[config.mk]
export PLATFORM = sky130hd
export DESIGN_NAME = multicycle_controller_flat
export DESIGN_NICKNAME = d
export VERILOG_FILES = /design/src/rtl/riscv_ctrl_pkg.sv /design/src/rtl/multicycle_controller_if.sv /design/src/rtl/mc_ctrl_word.sv /design/src/rtl/multicycle_controller.sv /design/src/flat_wrapper.sv
export SDC_FILE = /design/constraint.sdc
export NUM_CORES = 1
export LEC_CHECK = 0
export CAP_MARGIN = 10
export CELL_PAD_IN_SITES_DETAIL_PLACEMENT = 0
export CELL_PAD_IN_SITES_GLOBAL_PLACEMENT = 1
export CORE_ASPECT_RATIO = 0.7
export CORE_UTILIZATION = 24
export CTS_CLUSTER_SIZE = 24
export DETAILED_ROUTE_END_ITERATION = 6
export HOLD_SLACK_MARGIN = 0.12
export PLACE_DENSITY = 0.86
export SLEW_MARGIN = 20
export SYNTH_ARGS = -nofsm -noshare
export SYNTH_HDL_FRONTEND = slang
export SYNTH_SLANG_ARGS = --single-unit
[constraint.sdc]
create_clock -name clk -period 2 [get_ports clk]
set_clock_uncertainty 0.15 [all_clocks]
set_input_delay 0.3 -clock clk [delete_from_list [all_inputs] [get_ports clk]]
set_output_delay 0.3 -clock clk [all_outputs]
set_load 0.1 [all_outputs]
[src/rtl/riscv_ctrl_pkg.sv]
// Shared state encodings, opcodes and control-word layout for the multicycle
// RISC-V controller and the datapath bench.
package riscv_ctrl_pkg;

    typedef enum logic [3:0] {
        S_FETCH    = 4'd0,
        S_DECODE   = 4'd1,
        S_MEMADR   = 4'd2,
        S_MEMREAD  = 4'd3,
        S_MEMWB    = 4'd4,
        S_MEMWRITE = 4'd5,
        S_EXECUTER = 4'd6,
        S_EXECUTEI = 4'd7,
        S_ALUWB    = 4'd8,
        S_JAL      = 4'd9,
        S_BEQ      = 4'd10,
        S_ILLEGAL  = 4'd11
    } state_t;

    localparam logic [6:0] OP_LW    = 7'b0000011;
    localparam logic [6:0] OP_SW    = 7'b0100011;
    localparam logic [6:0] OP_RTYPE = 7'b0110011;
    localparam logic [6:0] OP_ITYPE = 7'b0010011;
    localparam logic [6:0] OP_JAL   = 7'b1101111;
    localparam logic [6:0] OP_BEQ   = 7'b1100011;

    localparam logic [1:0] IMM_I = 2'b00;
    localparam logic [1:0] IMM_S = 2'b01;
    localparam logic [1:0] IMM_B = 2'b10;
    localparam logic [1:0] IMM_J = 2'b11;

    typedef struct packed {
        logic       adrsrc;
        logic       irwrite;
        logic       memwrite;
        logic       regwrite;
        logic       pcupdate;
        logic       branch;
        logic [1:0] resultsrc;
        logic [1:0] alusrca;
        logic [1:0] alusrcb;
        logic [1:0] aluop;
    } ctrl_word_t;

    function automatic logic [1:0] imm_src(input logic [6:0] op);
        logic [1:0] imm;
        case (op)
            OP_SW:   imm = IMM_S;
            OP_BEQ:  imm = IMM_B;
            OP_JAL:  imm = IMM_J;
            default: imm = IMM_I;
        endcase
        return imm;
    endfunction

endpackage

[src/rtl/multicycle_controller_if.sv]
// Controller <-> datapath control bus; the controller sits on the slave side.
interface multicycle_controller_if;
    logic [6:0] op;
    logic       zero;
    logic       mem_ready;
    logic       pcwrite;
    logic       adrsrc;
    logic       irwrite;
    logic       memwrite;
    logic       regwrite;
    logic [1:0] resultsrc;
    logic [1:0] alusrca;
    logic [1:0] alusrcb;
    logic [1:0] aluop;
    logic [1:0] immsrc;
    logic       illegal;
    logic [3:0] state;

    modport slave (
        input  op, zero, mem_ready,
        output pcwrite, adrsrc, irwrite, memwrite, regwrite, resultsrc,
               alusrca, alusrcb, aluop, immsrc, illegal, state
    );

    modport master (
        output op, zero, mem_ready,
        input  pcwrite, adrsrc, irwrite, memwrite, regwrite, resultsrc,
               alusrca, alusrcb, aluop, immsrc, illegal, state
    );
endinterface

[src/rtl/mc_ctrl_word.sv]
// Moore output decode: maps the controller state (and mem_ready in FETCH)
// to the datapath control word.
module mc_ctrl_word
    import riscv_ctrl_pkg::*;
(
    input  state_t     state_i,
    input  logic       rdy_i,
    output ctrl_word_t cw_o
);

    // Control word lookup; anything not set stays 0, which also covers ILLEGAL.
    always_comb begin
        cw_o = '0;
        case (state_i)
            S_FETCH: begin
                cw_o.alusrcb   = 2'b10;
                cw_o.resultsrc = 2'b10;
                cw_o.irwrite   = rdy_i;
                cw_o.pcupdate  = rdy_i;
            end
            S_DECODE: begin
                cw_o.alusrca = 2'b01;
                cw_o.alusrcb = 2'b01;
            end
            S_MEMADR: begin
                cw_o.alusrca = 2'b10;
                cw_o.alusrcb = 2'b01;
            end
            S_EXECUTEI: begin
                cw_o.alusrca = 2'b10;
                cw_o.alusrcb = 2'b01;
                cw_o.aluop   = 2'b10;
            end
            S_MEMREAD: begin
                cw_o.adrsrc = 1'b1;
            end
            S_MEMWRITE: begin
                cw_o.adrsrc   = 1'b1;
                cw_o.memwrite = 1'b1;
            end
            S_MEMWB: begin
                cw_o.resultsrc = 2'b01;
                cw_o.regwrite  = 1'b1;
            end
            S_ALUWB: begin
                cw_o.regwrite = 1'b1;
            end
            S_EXECUTER: begin
                cw_o.alusrca = 2'b10;
                cw_o.aluop   = 2'b10;
            end
            S_JAL: begin
                cw_o.alusrca  = 2'b01;
                cw_o.alusrcb  = 2'b10;
                cw_o.pcupdate = 1'b1;
            end
            S_BEQ: begin
                cw_o.alusrca = 2'b10;
                cw_o.aluop   = 2'b01;
                cw_o.branch  = 1'b1;
            end
            default: cw_o = '0;
        endcase
    end

endmodule

[src/rtl/multicycle_controller.sv]
// Multicycle RISC-V control FSM: state register, next-state logic and the
// sticky illegal-opcode flag; outputs come from mc_ctrl_word.
module multicycle_controller
    import riscv_ctrl_pkg::*;
#(
    parameter bit USE_MEM_READY = 1'b1
) (
    input  logic                    clk,
    input  logic                    rst,
    multicycle_controller_if.slave  bus
);

    state_t     state_q, state_d;
    logic       illegal_q, illegal_d;
    logic       rdy_s;
    ctrl_word_t cw_s;

    assign rdy_s = USE_MEM_READY ? bus.mem_ready : 1'b1;

    // State and illegal flag registers, cleared asynchronously by rst low.
    always_ff @(posedge clk or negedge rst) begin
        if (!rst) begin
            state_q   <= S_FETCH;
            illegal_q <= 1'b0;
        end else begin
            state_q   <= state_d;
            illegal_q <= illegal_d;
        end
    end

    // Next-state sequencing; memory states stall until rdy_s.
    always_comb begin
        state_d   = state_q;
        illegal_d = illegal_q;
        case (state_q)
            S_FETCH: begin
                if (rdy_s) state_d = S_DECODE;
                else       state_d = S_FETCH;
            end
            S_DECODE: begin
                case (bus.op)
                    OP_LW, OP_SW: state_d = S_MEMADR;
                    OP_RTYPE:     state_d = S_EXECUTER;
                    OP_ITYPE:     state_d = S_EXECUTEI;
                    OP_JAL:       state_d = S_JAL;
                    OP_BEQ:       state_d = S_BEQ;
                    default:      state_d = S_ILLEGAL;
                endcase
            end
            S_MEMADR: begin
                if (bus.op == OP_SW) state_d = S_MEMWRITE;
                else                 state_d = S_MEMREAD;
            end
            S_MEMREAD: begin
                if (rdy_s) state_d = S_MEMWB;
                else       state_d = S_MEMREAD;
            end
            S_MEMWRITE: begin
                if (rdy_s) state_d = S_FETCH;
                else       state_d = S_MEMWRITE;
            end
            S_EXECUTER, S_EXECUTEI, S_JAL: state_d = S_ALUWB;
            S_MEMWB, S_ALUWB, S_BEQ:       state_d = S_FETCH;
            S_ILLEGAL:                     state_d = S_ILLEGAL;
            default:                       state_d = S_FETCH;
        endcase
        // Flag rises together with the entry into ILLEGAL and sticks until reset.
        if (state_d == S_ILLEGAL) illegal_d = 1'b1;
        else                      illegal_d = illegal_q;
    end

    mc_ctrl_word u_ctrl_word (
        .state_i (state_q),
        .rdy_i   (rdy_s),
        .cw_o    (cw_s)
    );

    assign bus.pcwrite   = cw_s.pcupdate | (cw_s.branch & bus.zero);
    assign bus.adrsrc    = cw_s.adrsrc;
    assign bus.irwrite   = cw_s.irwrite;
    assign bus.memwrite  = cw_s.memwrite;
    assign bus.regwrite  = cw_s.regwrite;
    assign bus.resultsrc = cw_s.resultsrc;
    assign bus.alusrca   = cw_s.alusrca;
    assign bus.alusrcb   = cw_s.alusrcb;
    assign bus.aluop     = cw_s.aluop;
    assign bus.immsrc    = imm_src(bus.op);
    assign bus.illegal   = illegal_q;
    assign bus.state     = state_q;

endmodule

[src/flat_wrapper.sv]
// flat-port wrapper written by rule: the top's interface ports become plain ports
module multicycle_controller_flat import riscv_ctrl_pkg::*;
#(
    parameter bit USE_MEM_READY = 1'b1
)
  (clk, rst, bus_op, bus_zero, bus_mem_ready, bus_pcwrite, bus_adrsrc, bus_irwrite, bus_memwrite, bus_regwrite, bus_resultsrc, bus_alusrca, bus_alusrcb, bus_aluop, bus_immsrc, bus_illegal, bus_state);
  multicycle_controller_if bus_i ();
  input  logic clk;
  input  logic rst;
  input wire logic [$bits(bus_i.op)-1:0] bus_op;
  input wire logic [$bits(bus_i.zero)-1:0] bus_zero;
  input wire logic [$bits(bus_i.mem_ready)-1:0] bus_mem_ready;
  output wire logic [$bits(bus_i.pcwrite)-1:0] bus_pcwrite;
  output wire logic [$bits(bus_i.adrsrc)-1:0] bus_adrsrc;
  output wire logic [$bits(bus_i.irwrite)-1:0] bus_irwrite;
  output wire logic [$bits(bus_i.memwrite)-1:0] bus_memwrite;
  output wire logic [$bits(bus_i.regwrite)-1:0] bus_regwrite;
  output wire logic [$bits(bus_i.resultsrc)-1:0] bus_resultsrc;
  output wire logic [$bits(bus_i.alusrca)-1:0] bus_alusrca;
  output wire logic [$bits(bus_i.alusrcb)-1:0] bus_alusrcb;
  output wire logic [$bits(bus_i.aluop)-1:0] bus_aluop;
  output wire logic [$bits(bus_i.immsrc)-1:0] bus_immsrc;
  output wire logic [$bits(bus_i.illegal)-1:0] bus_illegal;
  output wire logic [$bits(bus_i.state)-1:0] bus_state;
  assign bus_i.op = bus_op;
  assign bus_i.zero = bus_zero;
  assign bus_i.mem_ready = bus_mem_ready;
  assign bus_pcwrite = bus_i.pcwrite;
  assign bus_adrsrc = bus_i.adrsrc;
  assign bus_irwrite = bus_i.irwrite;
  assign bus_memwrite = bus_i.memwrite;
  assign bus_regwrite = bus_i.regwrite;
  assign bus_resultsrc = bus_i.resultsrc;
  assign bus_alusrca = bus_i.alusrca;
  assign bus_alusrcb = bus_i.alusrcb;
  assign bus_aluop = bus_i.aluop;
  assign bus_immsrc = bus_i.immsrc;
  assign bus_illegal = bus_i.illegal;
  assign bus_state = bus_i.state;
  multicycle_controller #(.USE_MEM_READY(USE_MEM_READY)) u_core (.clk(clk), .rst(rst), .bus(bus_i));
endmodule
==> flow_summary.ini <==
[layout]
syn_to_final_growth_pct = 179
antenna_cells = 0
layout_common_cells = 21 x buf_12, 20 x buf_4, 6 x nor2_4, 6 x nand2_1, 6 x clkdlybuf4s50_1
multi_input_area_um2 = 574
final_common_cell = buf_12
stdcell_area_um2 = 1470
nFillCells = 136
final_util_pct = 74.9
final-seq-area_um2 = 140
drive_gt1_share_pct = 66.7
layout.nets = 132

[cts]
cts_tree = built
cts_hold_buf = 0
clockBufferDepth = 2
cts_root_buffer = clkbuf_4
clock_sinks = 5
clkTransAtPathRegs_ns = 0.05
h-tree-depth = 1
cts_buffers = 3
clk_latency_ns = 0.25

[global_routing]
gr-usage-all-layers_pct = 20.1
antenna_found_initial = 0
first_global_vias = 723
grt_pass1_wl_mm = 3.44
grt_start_max_net_pins = 12
gr-total-overflow = 0

[job]
cap_violations = 0

[outcome]
violations = DRC
status = finished, violations left

[timing]
final_max_slew_viol_count = 0
hold_viol_final = 0
period_share_pct = 99.3
rsz0062_at_grt = yes
slew_headroom_pct = 67.8
fmax_mhz = 504
worstMarginPinSlew_ns = 0.477
layout_min_cycle_time_ns = 1.99
setup_viol = 0
holdWs_ns = 0.128
timing.final.ws_setup_ns = 0.0144

[placed_design]
pre_cts_ws_ns = -0.0220
dp_hpwl_mm = 1.34
place_congestion = 0.770
port_buffers = 30
placed_area_um2 = 1270

[yosys]
synth-edff-count = 0
syn-num-nets = 80
ys_seq_area_share_pct = 23.7
yosysWarnings = 0
yosys_most_used_dff = dfrtp_1
synthArstFlopShare_pct = 100
synth_cells = 69
netlist_area_um2 = 528
synth_area_per_cell_um2 = 7.65
synth_seq_cells = 5
yosysUniqueCellTypes = 34

[routing]
via_count = 749
drt_iter0_drc = 18
drc_errors = 1
via_per_inst = 4.99
wl_per_cell_um = 14.7
routed_wl_mm = 2.20
dr.pass1.iters = 6
ant_nets = 0

[setup_path]
cp_max_fo = 7
start_kind = flip-flop
cp_data_required_time_ns = 1.55
cpPeakStageDelay_ns = 0.52
critPathTopFamily = flip-flops
critPathKind = reg -> out
worst-path-buf-inv = 2
worst-endpoint-arrival_ns = 1.54
path_cells = buf_6, nor4_4, and2_4, buf_12
end_kind = output pin
slowest_stage = dfrtp_4

[floorplanning]
pin_count = 31
initial_core_util_pct = 26.8
die-width_um = 58.1
num_rows = 13
fp.dieArea_um2 = 2390
fp.dieH_um = 41.2
coreArea_um2 = 1970

[min_path]
min_path_type = in -> async
[final cells by class]
type | instances | share of cell area, %
sequential | 5 | 9.51
tap | 30 | 2.55
timing repair buffer | 52 | 46.7
inverter | 2 | 0.509
multi-input combinational | 57 | 39.0
clock buffer | 4 | 1.78
[stage by stage]
step	std cells	TNS, ns
2_1_floorplan	69	-4.17
3_3_place_gp	132	-0.00960
3_5_place_dp	132	-0.0266
4_1_cts	148	0
5_1_grt	150	-0.221
6_report	150	0
[repair_timing]
action	in CTS	in global routing
gates resized for setup	5	9
setup buffers	12	2
cloned	0	0
pin swaps	2	3
endpoints found under the setup margin	8	9
[logic make-up after synthesis]
group                    synth area share (%)
adder cells (fa/ha/maj)                  1.90
flip-flops                               23.7
AND/OR/NAND/NOR                          40.1
AO/OA/AOI/OAI                            23.2
buffers and inverters                    5.68
multiplexers                             2.13
XOR/XNOR                                 3.32
[path summary, 6_finish.rpt]
kind	depth (start not counted)	to	slack, ns	startpoint
worst max register to register	6	u_core.bus.illegal$_DFFE_PN0N_	0.23	u_core.bus.state[3]$_DFF_PN0_
max in group asynchronous	1	u_core.bus.state[0]$_DFF_PN0_	1.35	rst
min in group clk	1	u_core.bus.illegal$_DFFE_PN0N_	0.34	u_core.bus.illegal$_DFFE_PN0N_
worst min-delay path	1	u_core.bus.state[1]$_DFF_PN0_	0.13	rst
worst min register to register	1	u_core.bus.illegal$_DFFE_PN0N_	0.34	u_core.bus.illegal$_DFFE_PN0N_
worst max-delay path	4	bus_irwrite	0.01	u_core.bus.state[0]$_DFF_PN0_
[routing by layer]
layer,part of all wire [%],GRT usage (%)
met1,43,25.2
met2,50,35.9
met3,5.9,4.73
met4,1.0,4.76
met5,0,0
[cells in the mapped netlist, drive strengths merged, types with 2 or more instances]
cell type / n / area (um2)
nand2b: 4 / 25.0
o211ai: 2 / 20.0
dfrtp: 5 / 125
inv: 2 / 7.50
o21ai: 3 / 15.0
nor2b: 6 / 37.5
nor4: 2 / 12.5
a21oi: 2 / 10.0
nand2: 6 / 22.5
xnor2: 2 / 17.5
nor2: 10 / 37.5
nor3: 4 / 20.0
buf: 4 / 18.8
[registers in the layout (all words and copies together) (netlist names)]
| name | cells |
|---|---|
| u_core.bus.state | 4 |
| u_core.bus.illegal | 1 |
Power of run 1 is not shown: default switching activity piles up to over one toggle a cycle in this logic, so the estimate is an artifact.
